--- src/rtl/uart_rx_core.sv ---
// uart_rx_core: oversampling UART receiver with run-time baud divisor,
// 5-8 data bits, optional odd/even parity and 1 or 2 stop bits.
// Bits are decided by a 3-sample majority vote. The received word waits in a
// holding register with a valid/ready handshake. Parity, frame and overrun
// errors are flagged separately; an error never blocks delivery of the word.
module uart_rx_core #(
    parameter int OVS   = 16,
    parameter int DIV_W = 16
) (
    input  logic             clk,
    input  logic             rst,
    input  logic             din,
    input  logic [DIV_W-1:0] baud_div,
    input  logic [1:0]       dlen,
    input  logic [1:0]       par,
    input  logic             snum,
    output logic [7:0]       rx_data,
    output logic             rx_valid,
    input  logic             rx_ready,
    output logic             parity_err,
    output logic             frame_err,
    output logic             overrun_err,
    output logic             busy
);

    localparam int SW = $clog2(OVS);
    localparam logic [SW-1:0] S_LAST = SW'(OVS - 1);
    localparam logic [SW-1:0] S_MID2 = SW'(OVS - 2);
    localparam logic [SW-1:0] S_MID3 = SW'(OVS - 3);
    localparam logic [SW-1:0] S_HALF = SW'(OVS / 2 - 1);

    typedef enum logic [2:0] {
        IDLE   = 3'd0,
        START  = 3'd1,
        DATA   = 3'd2,
        PARITY = 3'd3,
        STOP1  = 3'd4,
        STOP2  = 3'd5,
        BRK    = 3'd6
    } state_t;

    state_t             state_reg, state_next;
    logic               sync1_reg, ds_reg;
    logic [DIV_W-1:0]   cnt_reg, div_reg;
    logic [SW-1:0]      s_reg;
    logic               v0_reg, v1_reg;
    logic [2:0]         bit_cnt_reg;
    logic [7:0]         shift_reg;
    logic [1:0]         dlen_reg, par_reg;
    logic               snum_reg;
    logic               perr_acc_reg, ferr_acc_reg;
    logic               commit_reg, commit_next;

    logic               tick;
    logic               decide;
    logic               maj;
    logic               par_en;
    logic [2:0]         last_bit;
    logic               handshake;

    assign tick      = (cnt_reg == div_reg);
    assign decide    = tick && (s_reg == S_LAST);
    assign maj       = (v0_reg & v1_reg) | (v0_reg & ds_reg) | (v1_reg & ds_reg);
    assign par_en    = par_reg[0] ^ par_reg[1];
    assign last_bit  = {1'b0, dlen_reg} + 3'd4;
    assign handshake = rx_valid & rx_ready;
    assign busy      = (state_reg != IDLE);

    // Two-flop synchroniser on the asynchronous line; idles high out of reset
    always_ff @(posedge clk or posedge rst) begin
        if (rst) begin
            sync1_reg <= 1'b1;
            ds_reg    <= 1'b1;
        end else begin
            sync1_reg <= din;
            ds_reg    <= sync1_reg;
        end
    end

    // Free-running oversample tick; a new divisor is picked up only at the wrap
    always_ff @(posedge clk or posedge rst) begin
        if (rst) begin
            cnt_reg <= '0;
            div_reg <= '0;
        end else if (cnt_reg == div_reg) begin
            cnt_reg <= '0;
            div_reg <= baud_div;
        end else begin
            cnt_reg <= cnt_reg + DIV_W'(1);
        end
    end

    // Next-state logic; a commit pulse is raised on the final stop decision
    always_comb begin
        state_next  = state_reg;
        commit_next = 1'b0;
        case (state_reg)
            IDLE: begin
                if (tick && !ds_reg)
                    state_next = START;
            end
            START: begin
                if (tick && (s_reg == S_HALF))
                    state_next = ds_reg ? IDLE : DATA;
            end
            DATA: begin
                if (decide && (bit_cnt_reg == last_bit))
                    state_next = par_en ? PARITY : STOP1;
            end
            PARITY: begin
                if (decide)
                    state_next = STOP1;
            end
            STOP1: begin
                if (decide) begin
                    if (snum_reg && maj) begin
                        state_next = STOP2;
                    end else begin
                        commit_next = 1'b1;
                        state_next  = (ferr_acc_reg || !maj) ? BRK : IDLE;
                    end
                end
            end
            STOP2: begin
                if (decide) begin
                    commit_next = 1'b1;
                    state_next  = (ferr_acc_reg || !maj) ? BRK : IDLE;
                end
            end
            BRK: begin
                if (tick && ds_reg)
                    state_next = IDLE;
            end
            default: state_next = IDLE;
        endcase
    end

    // State register, per-state tick counter, vote samples and frame assembly
    always_ff @(posedge clk or posedge rst) begin
        if (rst) begin
            state_reg    <= IDLE;
            commit_reg   <= 1'b0;
            s_reg        <= '0;
            v0_reg       <= 1'b1;
            v1_reg       <= 1'b1;
            bit_cnt_reg  <= '0;
            shift_reg    <= '0;
            dlen_reg     <= '0;
            par_reg      <= '0;
            snum_reg     <= 1'b0;
            perr_acc_reg <= 1'b0;
            ferr_acc_reg <= 1'b0;
        end else begin
            state_reg  <= state_next;
            commit_reg <= commit_next;

            if (state_next != state_reg)
                s_reg <= '0;
            else if (tick)
                s_reg <= (s_reg == S_LAST) ? '0 : s_reg + SW'(1);

            if (tick && (s_reg == S_MID3))
                v0_reg <= ds_reg;
            if (tick && (s_reg == S_MID2))
                v1_reg <= ds_reg;

            // Frame format is frozen for the whole frame at start detection
            if ((state_reg == IDLE) && (state_next == START)) begin
                dlen_reg     <= dlen;
                par_reg      <= par;
                snum_reg     <= snum;
                shift_reg    <= '0;
                bit_cnt_reg  <= '0;
                perr_acc_reg <= 1'b0;
                ferr_acc_reg <= 1'b0;
            end

            if ((state_reg == DATA) && decide) begin
                shift_reg[bit_cnt_reg] <= maj;
                bit_cnt_reg            <= bit_cnt_reg + 3'd1;
            end

            // Unused upper data bits are zero, so a full-width XOR is exact
            if ((state_reg == PARITY) && decide)
                perr_acc_reg <= (par_reg == 2'b01) ? ~(^shift_reg ^ maj)
                                                   :  (^shift_reg ^ maj);

            if (((state_reg == STOP1) || (state_reg == STOP2)) && decide && !maj)
                ferr_acc_reg <= 1'b1;
        end
    end

    // Holding register: commit beats a same-cycle accept; a full register drops the frame
    always_ff @(posedge clk or posedge rst) begin
        if (rst) begin
            rx_data     <= '0;
            rx_valid    <= 1'b0;
            parity_err  <= 1'b0;
            frame_err   <= 1'b0;
            overrun_err <= 1'b0;
        end else if (commit_reg) begin
            if (!rx_valid || rx_ready) begin
                rx_data     <= shift_reg;
                parity_err  <= perr_acc_reg;
                frame_err   <= ferr_acc_reg;
                rx_valid    <= 1'b1;
                overrun_err <= 1'b0;
            end else begin
                overrun_err <= 1'b1;
            end
        end else if (handshake) begin
            rx_valid    <= 1'b0;
            parity_err  <= 1'b0;
            frame_err   <= 1'b0;
            overrun_err <= 1'b0;
        end
    end

endmodule

--- config.mk ---
export PLATFORM = sky130hd
export DESIGN_NAME = uart_rx_core
export DESIGN_NICKNAME = d
export VERILOG_FILES = /design/src/rtl/uart_rx_core.sv
export SDC_FILE = /design/constraint.sdc
export NUM_CORES = 1
export LEC_CHECK = 0
export BUFFER_PORTS_ARGS = -buffer_cell sky130_fd_sc_hd__buf_2
export CAP_MARGIN = 20
export CORE_UTILIZATION = 53
export CTS_CLUSTER_SIZE = 40
export DETAILED_ROUTE_END_ITERATION = 16
export PLACE_DENSITY_LB_ADDON = 0.2
export SYNTH_ARGS = -nofsm -noshare
export SYNTH_HDL_FRONTEND = slang
export SYNTH_SLANG_ARGS = --single-unit
--- constraint.sdc ---
create_clock -name clk -period 2.2 [get_ports clk]
set_input_delay 0 -clock clk [delete_from_list [all_inputs] [get_ports clk]]
set_output_delay 0 -clock clk [all_outputs]
set_load 0.02 [all_outputs]
# ---- Word level (Yosys, flattened, before mapping)
# Cells that the tools add are included.
# Widths: inputs -> output; s select.
dict set report totals {
  regBits 74
  elab_cells 122
}
dict set report op_classes {
  n_bitwise 9
  magnitude_cmp 2
  n_eq_ne 16
  reduce_logical 30
  n_addsub 4
  n_mux 40
}
# cell count
set ops {}
lappend ops {{$mux 3} 12}
lappend ops {{$pmux 3 s7} 1}
lappend ops {{$mux 1} 17}
lappend ops {{$add 16x1->16 const B} 1}
lappend ops {{$eq 16x16->1} 1}
lappend ops {{$mux 16} 1}
lappend ops {{$mux 8} 2}
lappend ops {{$logic_and 1x1->1} 14}
lappend ops {{$eq 4x4->1 const B} 3}
lappend ops {{$mux 4} 3}
lappend ops {{$reduce_bool 2->1} 5}
lappend ops {{$eq 3x3->1 const B} 3}
lappend ops {{$bwmux 8} 1}
lappend ops {{$reduce_xor 8->1} 1}
lappend ops {{$eq 3x1->1 const B} 2}
lappend ops {{$eq 3x2->1 const B} 2}
lappend ops {{$add 4x1->4 const B} 1}
lappend ops {{$and 1x1->1} 4}
lappend ops {{$eq 4x3->1 const B} 1}
lappend ops {{$lt 3x4->1 const B} 1}
lappend ops {{$reduce_and 2->1} 2}
lappend ops {{$add 2x3->3 const B} 1}
lappend ops {{$add 3x1->3 const B} 1}
lappend ops {{$demux 1 s3} 1}
lappend ops {{14 further kinds} 20}

# ---- Depth between registers and ports, before layout
# Gate-level depths: netlist of run 1.
dict set report logic_depth {
  depth_word 14
  depth_mapped 9
  depth_no_buf 7
}

# ---- Least setup slack after synthesis of run 1
# OpenSTA, ideal clock, no wires.
dict set report synth_path {
  kind {register -> register}
  startpoint {reg s_reg[0]}
  endpoint {reg s_reg[0]}
  required_ps 2058
  setup_ps 142
  path_slack_ps 116
  t_arrival_ps 1942
  stages_incl_launch_ff 9
  cell_sequence {dfrtp_1 -> ha_1 -> and3_1 -> buf_4 -> nand4_2 -> o21a_1 -> or4_1 -> o221ai_2 -> nor4_1}
}
dict set report synth_between {
  elab_chain_len 7
  elab_cells_between_ends 17
  classes_between {add/sub: 1; eq/ne: 3; mux: 9; reduce/logical: 4}
}
# element line_no
set synth_rtl {}
lappend synth_rtl {{from (decl)} 45} ;# logic [SW-1:0] s_reg;
lappend synth_rtl {{from (signal assigned)} 160} ;# s_reg <= (s_reg == S_LAST) ? '0 : s_reg + SW'(1);
lappend synth_rtl {{$eq 4x4->1} {62, 160}}
lappend synth_rtl {{$logic_and 1x1->1} 62} ;# assign decide = tick && (s_reg == S_LAST);
lappend synth_rtl {{$logic_and 1x1->1} 107} ;# if (decide && (bit_cnt_reg == last_bit))
lappend synth_rtl {{$mux 3} 107}
lappend synth_rtl {{$pmux 3 s7} 97} ;# case (state_reg)
lappend synth_rtl {{$ne 3x3->1} 157} ;# if (state_next != state_reg)
lappend synth_rtl {{$mux 4 / $reduce_bool 2->1 (equally long branches)} --}
# Parallel ways exist; a longest one is shown, timed or not. The select of a mux whose other input is x is not followed.
# A chain may end at the register's enable or synchronous reset.

# ---- Worst setup path after layout of run 1
# Same ends and word-level chain as after synthesis.

==> results of run 1 <==
[timing repair]
action / in CTS / in global routing
hold buffers: 24 / 0
resized for setup: 0 / 10
hold endpoints to repair: 44 / 0
setup endpoints to repair: 0 / 26
[final timing paths]
check / startpoint / to / slack [ps] / depth (start not counted)
worst max-delay path: s_reg[0]$_DFFE_PP0P_ / s_reg[0]$_DFFE_PP0P_ / 110 / 7
max in group asynchronous: rst / rx_data[7]$_DFFE_PP0P_ / 1180 / 4
min in group clk: din / sync1_reg$_DFF_PP1_ / 290 / 2
worst min-delay path: rst / div_reg[2]$_DFFE_PP0N_ / 240 / 3
worst min register to register: sync1_reg$_DFF_PP1_ / ds_reg$_DFF_PP1_ / 350 / 0
worst max register to register: s_reg[0]$_DFFE_PP0P_ / s_reg[0]$_DFFE_PP0P_ / 110 / 7
[area by class of cell]
type	count	area share, %
multi-input combinational	241	39.8
timing repair buffer	86	13.2
clock inverter	4	0.967
inverter	9	0.725
clock buffer	10	2.74
sequential	74	39.9
tap	96	2.58
[cell usage in the layout, fill, tap and decap left out, types with 7 or more instances in the layout]
cell / instances
nand2_1: 23
clkbuf_8: 9
dfrtp_1: 69
nor2_1: 24
nand4_1: 7
mux2_2: 31
dlygate4sd3_1: 24
nand3_1: 14
xor2_1: 13
xnor2_1: 28
inv_1: 7
buf_2: 37
mux2i_1: 10
o21ai_0: 10
buf_4: 24
[where the power goes]
group          internal, uW  switching [uW]
Combinational           133             102
Sequential             1420            53.8
Clock                   506             480
Total                  2050             636
[metrics by stage]
step           power (uW)  util [%]
5_1_grt              2800      68.2
2_1_floorplan        1610         -
4_1_cts              2720      67.4
3_3_place_gp         1690      61.3
6_report             2690      68.2
3_5_place_dp         1700      61.3
[worst register-to-register path, stage by stage, from the launching register on]
cell	delay [ps]
dfrtp_1	360
ha_1	170
and3_2	250
nand4_2	130
o21a_1	240
or4_1	430
o221ai_2	290
nor4_1	100
[kinds of logic (layout without fill, tap and decap cells)]
| family | count (synthesis) | after routing | share of synthesized area (%) |
|---|---|---|---|
| xor+xnor | 41 | 41 | 9.48 |
| compound gates | 41 | 41 | 7.83 |
| buf+inv | 25 | 109 | 3.50 |
| fa+ha+maj | 7 | 7 | 2.25 |
| mux | 41 | 41 | 11.9 |
| flops | 74 | 74 | 49.0 |
| simple gates | 111 | 111 | 16.1 |
[per-layer routing]
layer	vias to the layer above	global-route usage [%]	wire, um
li1	1366	-	-
met1	1382	31.2	3610
met2	60	36.6	3640
met3	15	3.52	243
met4	0	10.8	155
met5	-	0	0
==> reports/results.tsv, run 1 <==
metric	value	unit
Final ANT Viol Nets	0	
clk_skew	8.22	ps
WP data arrival	2320	ps
cell breakdown of the critical path	ha_1, and3_2, nand4_2, o21a_1, or4_1, o221ai_2, nor4_1	
endpoints failing setup	0	
clk buf depth	2	
Req. time, crit path	2430	ps
post-DP HPWL	5.41	mm
Worst Path Class, Setup	flop to flop	
number of placed instances, taps included	482	
max-slew violations	0	
Period minus WS final	2090	ps
Cell Area, Placed	4190	sq um
Mapped Area	3790	sq um
final worst slack	111	ps
detailed-route vias per instance	5.43	
num ports	38	
DP Worst Slack	73.8	ps
WHS	244	ps
num rows	30	
max-cap violations	0	
ys flop type	dfrtp_1	
clk_lat worst skew	350	ps
CP peak stage delay	430	ps
HP Class	primary input to async pin	
cell area after layout	4660	sq um
Syn Inst Count	340	
setup TNS	0	ps
gr usage total	23.0	%
element type at the critical path start	flop	
H-tree depth	3	
maximum fanout along the worst path	4	
Pleak	0.00206	uW
status	complete, no violations	
endpoints failing hold	0	
wire length per cell	14.7	um
first-pass GRT wire length	13.1	mm
Initial Util	55.4	%
#FFs+latches synth	74	
synth unique cells	59	
RSZ-0062 raised after global routing	yes	
YS warnings	0	
# port buffers	37	
# clock sinks	74	
largest net degree at the start of global routing	29	
clock buffer count from CTS	9	
Layout Cells excl Fill	520	
slew margin rel.	61.4	%
syn avg cell area	11.1	sq um
initial antenna violation count	0	
vias in the first global route	2807	
Pwr Density	578	nW/um^2
area of the multi-input gates	1860	sq um
Crit path max-delay family	simple AND/OR/NAND/NOR gates	
Synth area leaders	dfrtp_1, mux2_2, xnor2_1, xor2_1, dfstp_2	
Die Y-Extent	86.5	um
register area	1860	sq um
Post-synth EDFFs	0	
Core ar.	6830	sq um
Clock Tree Root	clkbuf_8	
first-pass iteration count of the detailed router	4	
GP Congestion	0.832	
largest area contributor in the netlist	dfrtp_1	
share of the yosys chip area belonging to registers	49.0	%
Fill cells	540	
Synth top area share	46.3	%
WP buf/inv	0	
Slowest-stage cell, CP	or4_1	
Net Count, Synth	371	
area grow syn2layout	23.0	%
Post-CTS Setup Inserts	0	
Die W	86.5	um
# diodes	0	
DIE AREA	7490	sq um
fraction of layout cells with a size suffix above 1	31.1	%
detailed-route via count	2823	
most frequent cell after synthesis	dfrtp_1	
Worst-path clk slew	70	ps
DRT iter0 DRCs	119	
Routed WL	7.65	mm
Peak Freq	0.479	GHz
Worst Tran Pin Value	578	ps
Commonest cells post-synth	dfrtp_1, mux2_2, xnor2_1	
CTS tree	done	
Async SR Flop Fraction	100	%
fin crit share	94.9	%
Overflow after GRT	0	
nets@finish	452	
maximum vdd drop	0.351	mV
Critical Path End Type	flop	
DRC viols	0	
Power figures use the tool's default switching activity.
==> inputs of run 2 (changes only) <==
--- a/config.mk
+++ b/config.mk
@@ -5,6 +5,7 @@
 export SDC_FILE = /design/constraint.sdc
 export NUM_CORES = 1
 export LEC_CHECK = 0
+export ABC_AREA = 1
 export BUFFER_PORTS_ARGS = -buffer_cell sky130_fd_sc_hd__buf_2
 export CAP_MARGIN = 20
 export CORE_UTILIZATION = 53
==> run 2 against run 1 <==
Fmax up 3.0%. Clock power up 21%. Combinational power down 63%. Power down 1.9%. First-iteration DRC count up 42%. Synthesized cell count up 40%. Critical path type unchanged. Highest routed layer unchanged.
==> reports/results.tsv, run 2 <==
metric	value	unit
largest net degree at the start of global routing	44	
WHS	294	ps
Mapped Area	3790	sq um
cell breakdown of the critical path	inv_2, nand2_1, nand2_1, nor2_1, nand2_2, nor2_4, buf_6, nand3_1, nand2_2, nand2_1, nor2_1, nand4_1, nand2_1, nand3_2, nor2_1	
fin crit share	92.2	%
Async SR Flop Fraction	100	%
Fill cells	568	
met2 routed WL	3.53	mm
GP Congestion	1.01	
Net Count, Synth	508	
ys flop type	dfrtp_1	
Die Y-Extent	86.6	um
wire length per cell	11.8	um
Layout Cells excl Fill	658	
Core ar.	6830	sq um
clk_lat worst skew	350	ps
Worst Tran Pin Value	693	ps
Period minus WS final	2030	ps
first-pass GRT wire length	12.9	mm
CP peak stage delay	450	ps
# clock sinks	74	
most common cell after layout, fill and taps aside	nand2_1	
WP data arrival	2300	ps
vias in the first global route	2956	
DRT iter0 DRCs	169	
status	complete, no violations	
Critical Path End Type	flop	
Peak Freq	0.493	GHz
Req. time, crit path	2470	ps
initial antenna violation count	0	
clk_skew	13.9	ps
# diodes	0	
reg-to-reg endpoint	s_reg[0]$_DFFE_PP0P_	
Commonest cells post-synth	nand2_1, dfrtp_1, inv_1	
Clock Tree Root	clkbuf_8	
gr usage total	22.1	%
top layer in use	met4	
post-DP HPWL	5.26	mm
Final ANT Viol Nets	0	
syn avg cell area	7.94	sq um
hold endpoint	sync1_reg$_DFF_PP1_	
clock buffer count from CTS	9	
endpoints failing setup	0	
DIE AREA	7490	sq um
RSZ-0062 raised after global routing	yes	
#FFs+latches synth	74	
register area	1860	sq um
H-tree depth	3	
Pwr Density	559	nW/um^2
detailed-route via count	3254	
Overflow after GRT	0	
Pleak	0.00243	uW
commonest non-fill, non-tap cells in the layout	nand2_1, dfrtp_1, inv_1, o21ai_0, buf_2	
slew margin rel.	53.7	%
Initial Util	55.5	%
detailed-route vias per instance	4.95	
R2R depth	15	
element type at the critical path start	flop	
HP Class	primary input to flop	
worst r2r src	cnt_reg[5]$_DFF_PP0_	
area of the multi-input gates	1710	sq um
number of placed instances, taps included	609	
fraction of layout cells with a size suffix above 1	21.4	%
area grow syn2layout	24.7	%
CP most frequent cell	nand2_1	
Synth top area share	46.2	%
Post-synth EDFFs	0	
reg2reg setup slack	170	ps
first-pass iteration count of the detailed router	4	
most frequent cell after synthesis	nand2_1	
M1 wire length	3.86	mm
Worst-path clk slew	80	ps
nets@finish	588	
CTS tree	done	
maximum fanout along the worst path	6	
YS warnings	0	
Slowest-stage cell, CP	dfrtp_1	
Worst Path Class, Setup	flop to flop	
Synth area leaders	dfrtp_1, nand2_1, inv_1, o21ai_0, nor2_1	
# port buffers	37	
Routed WL	7.77	mm
worst hold path stage count	2	
DRC viols	0	
largest area contributor in the netlist	dfrtp_1	
routed length on met3	262	um
share of the yosys chip area belonging to registers	49.0	%
max-cap violations	0	
num ports	38	
max-slew violations	0	
endpoints failing hold	0	
hold_sp	din	
synth unique cells	32	
Syn Inst Count	477	
num rows	30	
clk buf depth	2	
maximum vdd drop	0.450	mV
Die W	86.6	um
[run 2: changes by cell type after synthesis, sizes merged, moves of 22 or more]
cell | previous run | this run
inv | 9 | 67
nor2 | 24 | 48
mux2 | 31 | 8
xnor2 | 28 | 6
nand2 | 24 | 143
o21ai | 10 | 45
[run 2: per-stage QoR]
step / setup TNS (ps) / setup WS, ps / total power [uW] / area (sq um) / utilization [%]
2_1_floorplan: 0 / 325 / 1410 / 3790 / -
3_3_place_gp: 0 / 149 / 1450 / 4120 / 60.3
3_5_place_dp: 0 / 114 / 1450 / 4120 / 60.3
4_1_cts: 0 / 84.0 / 2660 / 4590 / 67.1
5_1_grt: -120 / -45.4 / 2720 / 4720 / 69.1
6_report: 0 / 172 / 2640 / 4720 / 69.1
[run 2: layout make-up]
type,instances,share of cell area [%]
clock buffer,9,2.62
clock inverter,7,2.12
inverter,68,5.40
timing repair buffer,77,11.9
multi-input combinational,327,36.1
sequential,74,39.3
tap,96,2.54
[run 2: what timing repair did]
item / CTS / global route
setup buffers: 0 / 9
gates resized for setup: 0 / 23
endpoints found under the hold margin: 52 / 0
hold buffers: 24 / 0
endpoints found under the setup margin: 0 / 15
[run 2: per-layer routing]
metal / vias to the layer above / GRT usage [%]
met3: 10 / 3.24
met4: 0 / 8.03
li1: 1670 / -
met5: - / 0
met2: 68 / 35.1
met1: 1506 / 31.0
[run 2: critical path: cells and delay by family, from the launching register on]
family	cells	cell delay, ps
and+or+nand+nor	13	1310
DFF	1	450
buffers and inverters	2	190
[run 2: kinds of logic after synthesis]
family          count (synthesis)  synth area share [%]
simple gates                  242                  28.0
buf+inv                        76                  7.73
flops                          74                  49.0
compound gates                 59                  8.12
xor+xnor                       12                  2.77
mux                             8                  2.38
fa+ha+maj                       6                  1.98
[run 2: report_power, final]
group	internal (uW)	switching [uW]
registers	1360	1.45
clock network	649	540
logic	46.6	39.7
total	2060	582
[run 2: worst max-delay path by stage]
stage                               startpoint                         end  slack, ps  cells after the start
finish                    cnt_reg[5]$_DFF_PP0_        s_reg[0]$_DFFE_PP0P_        170                     15
global route             cnt_reg[14]$_DFF_PP0_        s_reg[0]$_DFFE_PP0P_        -50                     15
CTS                 bit_cnt_reg[2]$_DFFE_PP0P_        s_reg[0]$_DFFE_PP0P_         80                     12
detailed placement        cnt_reg[0]$_DFF_PP0_      shift_reg[1]$_DFF_PP0_        110                     15
global placement          cnt_reg[0]$_DFF_PP0_       cnt_reg[15]$_DFF_PP0_        150                     13
floorplan                                  rst  bit_cnt_reg[0]$_DFFE_PP0P_        320                      1
==> inputs of run 3 (changes only) <==
--- a/config.mk
+++ b/config.mk
@@ -6,12 +6,14 @@
 export NUM_CORES = 1
 export LEC_CHECK = 0
 export ABC_AREA = 1
-export BUFFER_PORTS_ARGS = -buffer_cell sky130_fd_sc_hd__buf_2
+export BUFFER_PORTS_ARGS = -buffer_cell sky130_fd_sc_hd__clkbuf_2
 export CAP_MARGIN = 20
 export CORE_UTILIZATION = 53
 export CTS_CLUSTER_SIZE = 40
 export DETAILED_ROUTE_END_ITERATION = 16
 export PLACE_DENSITY_LB_ADDON = 0.2
+export SKIP_CTS_REPAIR_TIMING = 1
+export SLEW_MARGIN = 15
 export SYNTH_ARGS = -nofsm -noshare
 export SYNTH_HDL_FRONTEND = slang
 export SYNTH_SLANG_ARGS = --single-unit
==> run 3 against run 2 <==
Sequential share of layout area shrank 0.16 points. Worst hold slack worse by 7.4 ps. Global-route usage is 0.48 points lower. First-iteration DRC count is 17% lower. Critical path depth is 1 lower. Critical endpoint is now s_reg[2]$_DFFE_PP0P_. Largest power group unchanged.
==> reports/results.tsv, run 3 (synthesis gave the netlist of run 2 again) <==
metric	value	unit
detailed-route vias per instance	4.90	
endpoints failing hold	0	
initial antenna violation count	0	
area grow syn2layout	25.3	%
Core ar.	6830	sq um
Worst Tran Pin Value	662	ps
nets@finish	587	
Peak Freq	0.486	GHz
max-slew violations	0	
Pwr Density	571	nW/um^2
largest net degree at the start of global routing	45	
maximum vdd drop	0.367	mV
DIE AREA	7490	sq um
Die W	86.6	um
detailed-route via count	3212	
commonest non-fill, non-tap cells in the layout	nand2_1, dfrtp_1, inv_1, o21ai_0, clkbuf_2	
Die Y-Extent	86.6	um
Critical Path End Type	flop	
Req. time, crit path	2430	ps
Worst-path clk slew	80	ps
num ports	38	
fraction of layout cells with a size suffix above 1	20.9	%
DRT iter0 DRCs	140	
endpoints failing setup	0	
# diodes	0	
clk_skew	7.92	ps
wire length per cell	11.9	um
Initial Util	55.5	%
slew margin rel.	55.8	%
Fill cells	579	
fin crit share	93.5	%
# clock sinks	74	
number of placed instances, taps included	608	
H-tree depth	3	
most common cell after layout, fill and taps aside	nand2_1	
CTS tree	done	
Routed WL	7.82	mm
gr usage total	21.6	%
num rows	30	
post-DP HPWL	5.41	mm
DRC viols	0	
clk buf depth	2	
HP Class	primary input to async pin	
Overflow after GRT	0	
first-pass GRT wire length	12.5	mm
status	complete, no violations	
maximum fanout along the worst path	8	
first-pass iteration count of the detailed router	5	
Worst Path Class, Setup	flop to flop	
max-cap violations	0	
WP data arrival	2290	ps
Pleak	0.00242	uW
# port buffers	37	
GP Congestion	0.970	
clock buffer count from CTS	9	
Clock Tree Root	clkbuf_8	
Layout Cells excl Fill	656	
Final ANT Viol Nets	0	
DP Worst Slack	130	ps
clk_lat worst skew	340	ps
element type at the critical path start	flop	
vias in the first global route	2871	
Period minus WS final	2060	ps
final worst slack	144	ps
run 3: changes by cell type in the layout (fill, tap and decap cells not counted), moves of 2 or more:
cell / delta
nor3_2: -2
nor2_1: -2
buf_12: +2
clkbuf_2: +37
buf_2: -37
nand3_2: -2
nor2_2: +2
nand3_1: +2
buf_4: -2
run 3: final cells by class:
class / count / area (sq um) / area share, %
Clock inverter: 6 / 115 / 2.43
Multi-Input combinational cell: 327 / 1700 / 35.8
Inverter: 68 / 255 / 5.38
Timing Repair Buffer: 76 / 576 / 12.1
Tap cell: 96 / 120 / 2.53
Clock buffer: 9 / 124 / 2.61
Sequential cell: 74 / 1860 / 39.2
run 3: routing by layer:
| layer | track usage [%] | wire length, um | vias to the layer above |
|---|---|---|---|
| li1 | - | - | 1666 |
| met1 | 28.9 | 3910 | 1481 |
| met2 | 35.0 | 3550 | 55 |
| met3 | 4.76 | 262 | 10 |
| met4 | 7.27 | 101 | 0 |
| met5 | 0 | 0 | - |
run 3: power by group:
| part | switching (uW) | internal, uW |
|---|---|---|
| sequential | 1.37 | 1360 |
| clock | 508 | 753 |
| combinational | 40.1 | 46.7 |
run 3: worst paths after layout:
check / start / to / slack, ps / cells past startpoint
setup reg to reg: cnt_reg[11]$_DFF_PP0_ / s_reg[2]$_DFFE_PP0P_ / 140 / 14
min in group clk: din / sync1_reg$_DFF_PP1_ / 290 / 2
hold / removal: rst / rx_data[0]$_DFFE_PP0P_ / 290 / 3
max in group asynchronous: rst / v0_reg$_DFFE_PP1P_ / 1190 / 4
hold reg to reg: sync1_reg$_DFF_PP1_ / ds_reg$_DFF_PP1_ / 360 / 0
setup / recovery: cnt_reg[11]$_DFF_PP0_ / s_reg[2]$_DFFE_PP0P_ / 140 / 14
run 3: worst max-delay path: stages (launching register included):
cell and delay, ps:
dfrtp_1 370, inv_1 70, nand2_1 60, nand2_1 50
nor2_1 140, nand2_1 130, nor2_4 190, buf_12 130
nand3_4 100, o21ai_1 260, nand3_1 130, nand2_1 70
nand2_1 70, nand3_2 110, nor2_1 60
run 3: per-stage QoR:
stage          setup TNS (ps)  utilization [%]  hold slack [ps]  total power, uW  instance area, sq um
3_5_place_dp                0             60.2             88.9             1450                  4110
3_3_place_gp                0             60.2             89.9             1450                  4110
2_1_floorplan               0                -             4.48             1410                  3790
6_report                    0             69.5              286             2710                  4750
5_1_grt                  -138             69.5              292             2790                  4750
4_1_cts                     0             63.7             -280             2710                  4350
